$ cat src/rtl/page_bl_d1_row_serialize8.sv
// Serializes eight per-column token streams (s..z) into one row-ordered stream and
// collapses the aligned end-of-stream tokens. Optional checks/counters: SER8_EOSCHK_EN.
module page_bl_d1_row_serialize8 #(
    parameter int WIDTH = 9
) (
    input  logic             clock,
    input  logic             reset,
    input  logic [WIDTH-1:0] s_d, t_d, u_d, v_d, w_d, x_d, y_d, z_d,
    input  logic             s_e, t_e, u_e, v_e, w_e, x_e, y_e, z_e,
    input  logic             s_v, t_v, u_v, v_v, w_v, x_v, y_v, z_v,
    output logic             s_b, t_b, u_b, v_b, w_b, x_b, y_b, z_b,
    output logic [WIDTH-1:0] o_d,
    output logic             o_e,
    output logic             o_v,
    input  logic             o_b,
    output logic [15:0]      rows,
    output logic             err
);

    // state    | meaning
    // RUN      | forwarding data tokens, sel walks s..z
    // EOSDRAIN | s delivered EOS; swallowing t..z EOS tokens
    // EOSOUT   | waiting for the output register to take the single EOS token
    // DONE     | stream finished; all inputs stalled until reset
    typedef enum logic [1:0] {RUN, EOSDRAIN, EOSOUT, DONE} state_t;

    state_t           state, state_nxt;
    logic [2:0]       sel, sel_nxt;
    logic [WIDTH-1:0] in_d [8];
    logic [7:0]       in_e, in_v, in_b;
    logic [WIDTH-1:0] cur_d;
    logic             cur_e, cur_v;
    logic             load, acc, fwd, eos_emit;

    assign in_d[0] = s_d; assign in_d[1] = t_d; assign in_d[2] = u_d; assign in_d[3] = v_d;
    assign in_d[4] = w_d; assign in_d[5] = x_d; assign in_d[6] = y_d; assign in_d[7] = z_d;
    assign in_e = {z_e, y_e, x_e, w_e, v_e, u_e, t_e, s_e};
    assign in_v = {z_v, y_v, x_v, w_v, v_v, u_v, t_v, s_v};
    assign {z_b, y_b, x_b, w_b, v_b, u_b, t_b, s_b} = in_b;

    assign cur_d = in_d[sel];
    assign cur_e = in_e[sel];
    assign cur_v = in_v[sel];
    assign load  = !o_v || !o_b;
    assign acc   = cur_v && !in_b[sel];

    always_ff @(posedge clock or negedge reset) begin
        if (!reset) begin
            state <= RUN;
            sel   <= 3'd0;
        end else begin
            state <= state_nxt;
            sel   <= sel_nxt;
        end
    end

    always_comb begin
        state_nxt = state;
        sel_nxt   = sel;
        fwd       = 1'b0;
        eos_emit  = 1'b0;
        case (state)
            RUN: begin
                if (acc) begin
                    if (cur_e && sel == 3'd0) begin
                        state_nxt = EOSDRAIN;
                        sel_nxt   = 3'd1;
                    end else begin
                        fwd     = 1'b1;
                        sel_nxt = sel + 3'd1;
                    end
                end
            end
            EOSDRAIN: begin
                if (acc) begin
                    sel_nxt = sel + 3'd1;
                    if (sel == 3'd7) state_nxt = EOSOUT;
                end
            end
            EOSOUT: begin
                if (load) begin
                    eos_emit  = 1'b1;
                    state_nxt = DONE;
                end
            end
            default: ;
        endcase
    end

    // Back-pressure is held high on every channel while reset is asserted.
    always_comb begin
        in_b = 8'hFF;
        if (reset) begin
            case (state)
                RUN:      in_b[sel] = !load;
                EOSDRAIN: in_b[sel] = 1'b0;
                default:  ;
            endcase
        end
    end

    always_ff @(posedge clock or negedge reset) begin
        if (!reset) begin
            o_d <= '0;
            o_e <= 1'b0;
            o_v <= 1'b0;
        end else if (load) begin
            if (fwd) begin
                o_d <= cur_d;
                o_e <= 1'b0;
                o_v <= 1'b1;
            end else if (eos_emit) begin
                o_d <= '0;
                o_e <= 1'b1;
                o_v <= 1'b1;
            end else begin
                o_v <= 1'b0;
            end
        end
    end

`ifdef SER8_EOSCHK_EN
    logic        row_inc, err_set;
    logic [15:0] rows_q;
    logic        err_q;

    assign row_inc = fwd && sel == 3'd7;
    assign err_set = acc && ((state == RUN && cur_e && sel != 3'd0) ||
                             (state == EOSDRAIN && !cur_e));

    always_ff @(posedge clock or negedge reset) begin
        if (!reset) begin
            rows_q <= 16'd0;
            err_q  <= 1'b0;
        end else begin
            if (row_inc) rows_q <= rows_q + 16'd1;
            if (err_set) err_q  <= 1'b1;
        end
    end

    assign rows = rows_q;
    assign err  = err_q;
`else
    assign rows = 16'd0;
    assign err  = 1'b0;
`endif

endmodule

$ cat config.mk
export PLATFORM = sky130hd
export DESIGN_NAME = page_bl_d1_row_serialize8
export DESIGN_NICKNAME = d
export VERILOG_FILES = /design/src/rtl/page_bl_d1_row_serialize8.sv
export SDC_FILE = /design/constraint.sdc
export NUM_CORES = 1
export LEC_CHECK = 0
export CAP_MARGIN = 20
export CORE_MARGIN = 1.5
export CORE_UTILIZATION = 37
export DETAILED_ROUTE_END_ITERATION = 16
export PLACE_DENSITY = 0.94
export SYNTH_ARGS = -nofsm -noshare
export SYNTH_HDL_FRONTEND = slang
export SYNTH_SLANG_ARGS = --single-unit
$ cat constraint.sdc
create_clock -name clock -period 3.8 [get_ports clock]
set_input_delay 0.76 -clock clock [delete_from_list [all_inputs] [get_ports clock]]
set_output_delay 0.76 -clock clock [all_outputs]
set_load 0.02 [all_outputs]
### Word level (Yosys, flattened, before mapping)

Cells that the tools add are included.

| cells by class | value |
|---|---|
| $add $sub $neg | 1 |
| multiply operators | 0 |
| divide/modulo/power cells | 0 |
| order comparisons | 3 |
| eq/ne operators | 8 |
| shift operators | 0 |
| mux-type cells | 34 |
| bitwise logic cells | 3 |
| reduce and logical (&&, ||, !) cells | 16 |

Operator list:

| cell | count |
|---|---|
| $mux 9 | 4 |
| $bmux 9 s3 | 1 |
| $pmux 8 s2 | 1 |
| $mux 1 | 13 |
| $mux 2 | 5 |
| $ne 2x2->1 const B | 5 |
| $bmux 1 s3 | 3 |
| $mux 3 | 3 |
| $mux 8 | 1 |
| $not 8->8 | 1 |
| $or 8x8->8 | 1 |
| $pmux 2 s3 | 1 |
| $pmux 3 s2 | 1 |
| $reduce_and 6->1 | 1 |
| $ge 4x4->1 const B | 1 |
| $logic_not 1->1 | 4 |
| $lt 3x4->1 const B | 1 |
| $not 3->4 | 1 |
| $reduce_bool 2->1 | 2 |
| $add 3x1->3 const B | 1 |
| $demux 1 s3 | 1 |
| $eq 3x3->1 const B | 1 |
| $ge 3x1->1 const B | 1 |
| $logic_and 1x1->1 | 3 |
| other kinds (8) | 8 |

| word-level totals | value |
|---|---|
| bits in registers | 16 |
| bits in latches | 0 |
| memory bits (writable) | 0 |
| memory bits (read-only) | 0 |
| output and inout bits | 36 |
| word-level logic and storage cells | 70 |
| memories | 0 |

### Logic depth before layout (Yosys ltp)

| logic depth | value |
|---|---|
| depth after elaboration | 16 |
| gate-level depth with buffers | 10 |

### Worst setup path after synthesis

Ideal clock, no wire load.

| timing | value |
|---|---|
| path type | reg-to-reg |
| start point | register sel[1] |
| end point | register o_d[0] |
| data arrival time | 2324 ps |
| setup slack | 1354 ps |
| cell stages (with the launch flop) | 11 |
| path buffers | 3 |
| period minus slack after synthesis | 2446 ps |
| cell sequence | dfrtp_1 > buf_4 > buf_2 > buf_2 > inv_1 > ha_1 > and3b_1 > a221o_1 > a211o_1 > a21boi_4 > o2bb2ai_1 |

| between the ends | value |
|---|---|
| longest elaborated chain between the ends | 16 |
| elaborated cells between the ends (all ways) | 29 |
| those cells by class | order compare (2); mux (17); bitwise (3); reduce/logical (7) |

RTL lines:

| element | RTL line | source |
|---|---|---|
| start, declared | 28 | `logic [2:0] sel, sel_nxt;` |
| start signal, assigned | 53 | `sel <= sel_nxt;` |
| $lt 3x4->1 (not written as such) or $ge 3x1->1 (tied branches) | 95, 96 |  |
| $logic_and 1x1->1 (not written as such) | 95, 96 |  |
| $mux 1 (not written as such) | 95, 96 |  |
| $demux 1 s3 | 95, 96 |  |
| $not 8->8 (no line) | -- |  |
| $or 8x8->8 (no line) | -- |  |
| $pmux 8 s2 | 94 | `case (state)` |
| $mux 8 | 93 | `if (reset) begin` |
| $bmux 1 s3 | 45 | `assign acc = cur_v && !in_b[sel];` |
| $mux 1 (not written as such) | 45 |  |
| $logic_not 1->1 | 45 |  |
| $logic_and 1x1->1 | 45 |  |
| $mux 1 | 64 | `if (acc) begin` |
| $mux 1 | 62 | `case (state)` |
| $reduce_bool 2->1 (no line) | -- |  |
| $reduce_and 2->1 (no line) | -- |  |
| end signal, assigned | 109 | `o_d <= cur_d;` |
| end, declared | 12 | `output logic [WIDTH-1:0] o_d,` |

Several ways; a longest one is shown, not always the timed one. The select of a mux whose other input is x is not followed.
A chain may end at the register's enable or synchronous reset.

### Final worst setup path

| timing | value |
|---|---|
| start point | input port o_b |
| end point | output port z_b |

| between the ends | value |
|---|---|
| longest elaborated chain between the ends | 6 |

RTL lines:

| element | RTL line | source |
|---|---|---|
| start, declared | 15 | `input logic o_b,` |
| $logic_not 1->1 | 44 | `assign load = !o_v \|\| !o_b;` |
| $logic_or 1x1->1 | 44 |  |
| $logic_not 1->1 | 95 | `RUN: in_b[sel] = !load;` |
| $or 8x8->8 (no line) | -- |  |
| $pmux 8 s2 | 94 |  |
| $mux 8 | 93 |  |
| end, declared | 11 | `output logic s_b, t_b, u_b, v_b, w_b, x_b, y_b, z_b,` |

No other way between the ends.

==> flow_summary.yaml <==
clock_tree:
  clk_latency_ns: 0.24
  post_cts_resized: 0
  cts_buffers: 3
  h-tree-depth: 1
  cts_buffer_depth: 2
  cts_hold_buf: 0
  root_buffer: "clkbuf_8"
  clock-sinks: 16
  cts_setup_buffers: 0
  clk_pin_slew_worst_paths_ns: 0.06
  tritoncts: "built"
hold_path:
  hp-class: "register to register"
  hold_path_depth: 1
  worstHoldEndpoint: "o_d[5]"
  min-delay-start: "o_d[5]"
place:
  dp_hpwl_mm: 3.78
  placed_cells: 296
  pre_cts_slack_ns: 0.361
  post_dp_cell_area_sq_um: 2680
  globalplace.congestion: 0.799
  io_buffers: 105
worst_setup_path:
  start_kind: "primary input"
  timing.rr.start: "sel[1]"
  path_class: "primary input to output port"
  rrSetupSlack_ns: 1.21
  rr_worst_depth: 7
  cp.depth: 6
  slowest_delay_ns: 0.61
  crit_family: "buffers and inverters"
  cp_common_cell: "clkdlybuf4s50_1"
  r2r-end: "o_d[6]"
  slowest_stage: "clkdlybuf4s50_1"
  end_kind: "output port"
  crit_chain: "clkdlybuf4s50_1 > nand2_1 > o211ai_1 > nor2_1 > nand3_1 > clkdlybuf4s50_1"
  required_ns: 3.04
  path_buf_inv: 2
  cp_max_fo: 5
  arrival_ns: 2.65
sta:
  finalCritPeriodShare_pct: 89.6
  fin_ws_ns: 0.394
  setup_viol: 0
  rsz0062_at_grt: "false"
  fin_skew_ns: 0.00356
  fmax_ghz: 0.294
  hold_violations: 0
  hold-worst-slack_ns: 0.490
  layout_min_cycle_time_ns: 3.41
  tns_ns: 0
  slew_headroom_pct: 49.3
  tightest_slew_ns: 0.760
  finalMaxSlewViolations: 0
final_layout:
  final_util_pct: 62.8
  layoutNonFillerInstCount: 299
  layout_commonest_cell: "clkdlybuf4s50_1"
  antenna_cells: 0
  fin_nets: 348
  fillerInstances: 377
  area.sequential_sq_um: 400
  drive_above_1_share_pct: 13.0
  multiInputGateArea_sq_um: 1110
  area_growth_pct: 63.6
  design_area_sq_um: 2720
  final_cell_mix: "105 x clkdlybuf4s50_1, 18 x mux4_2, 17 x conb_1, 16 x dfrtp_1, 13 x nand2_1"
die:
  io_pins: 127
  die_h_microns: 70.0
  fp-row-count: 24
  start_util_pct: 38.4
  core_sq_um: 4320
  die_area_sq_um: 4900
  die_width_microns: 70.0
global_route:
  grt_overflow: 0
  grt_pass1_vias: 1606
  grt_pass1_wl_mm: 7.36
  grtUsageTotal_pct: 19.0
  antenna_found_initial: 0
  grt_max_degree: 22
synthesis:
  synth_area_leader_cell: "mux4_2"
  synth.cell_area_sq_um: 1660
  syn_inst: 145
  avgSynthCellArea_sq_um: 11.5
  synth.area.top_cells: "mux4_2 24%, dfrtp_1 24%, buf_4 8.6%, mux2i_1 6.6%, ha_1 6.0%"
  yosysSeqAreaShare_pct: 24.1
  ys_seq_elements: 16
  synth_warnings: 0
  synth_top_area_share_pct: 24.4
  synth.distinct_cells: 37
route:
  num_vias: 1528
  avgRoutedWirePerCell_microns: 14.8
  first_pass_iters: 4
  via_per_inst: 5.11
  drc: 0
  drt_iter0_markers: 47
  ant_nets: 0
  routed_wl_mm: 4.43
pwr:
  p_leak_nw: 1.12
  p_per_area_nw_per_um2: 566
  peakVddDrop_mv: 0.239
  power_mw: 1.54
status:
  outcome: "finished, final reports clean"
job:
  drv_cap: 0
final cells by class:
class                      instances  area share [%]
timing repair buffer             108            39.5
clock buffer                       3            1.52
multi-input combinational        113            40.9
tap                               52            2.40
sequential                        16            14.7
inverter                           7           0.967
state kept, by name, indices dropped and copies added, names as in the netlist:
register,count
state,2
o_d,9
o_v,1
sel,3
o_e,1
logic make-up (layout without fill, tap and decap cells):
group                      count (synthesis)  after routing  synth area share (%)
muxes                                     35             35                  35.6
AOI/OAI and AO/OA                         25             25                  13.3
and+or+nand+nor                           28             28                  8.14
other                                      1             17                 0.226
buffers and inverters                     32            118                  12.7
adders and majority gates                  8              8                  6.03
DFF                                       16             16                  24.1
Yosys cell counts, drive strengths merged:
master   instances
a2111oi          1
a211o            1
a21boi           1
a21o             1
a21oi            3
a221o            1
a22o             1
a22oi            1
a2bb2oi          1
a31oi            1
and2b            1
and3             1
and3b            1
buf             24
clkbuf           1
conb             1
dfrtp           16
ha               8
inv              7
mux2             6
mux2i           11
mux4            18
nand2           13
nand3            2
nand3b           1
nor2             5
nor2b            1
nor3b            2
o211ai           1
o21ai            3
o2bb2ai          9
or2              1
worst reg2reg max path, cell delays in order (launching register included):
cell and delay (ns):
dfrtp_1 0.76, inv_1 0.10, ha_1 0.20, and3b_1 0.19, a221o_1 0.37, a211o_1 0.45, a21boi_4 0.25, o2bb2ai_1 0.15
worst max-delay path by stage:
stage / start / to
2_1_floorplan: sel[1] / o_d[0]
3_5_place_dp: o_b / y_b
5_1_grt: o_b / y_b
3_3_place_gp: o_b / y_b
4_1_cts: o_b / y_b
6_report: o_b / z_b
where the power goes:
part           switching [mW]  internal, mW  total (mW)
logic                   0.467         0.580        1.05
registers               0.117         0.249       0.366
clock network          0.0549        0.0702       0.125
total                   0.639         0.900        1.54
routing by layer:
layer | track usage, % | wire length [microns] | up-vias
met4 | 5.56 | 57 | 0
met2 | 34.5 | 2450 | 75
met5 | 0 | 0 | -
li1 | - | - | 722
met3 | 4.47 | 331 | 6
met1 | 22.2 | 1600 | 725
Power figures use the tool's default switching activity.
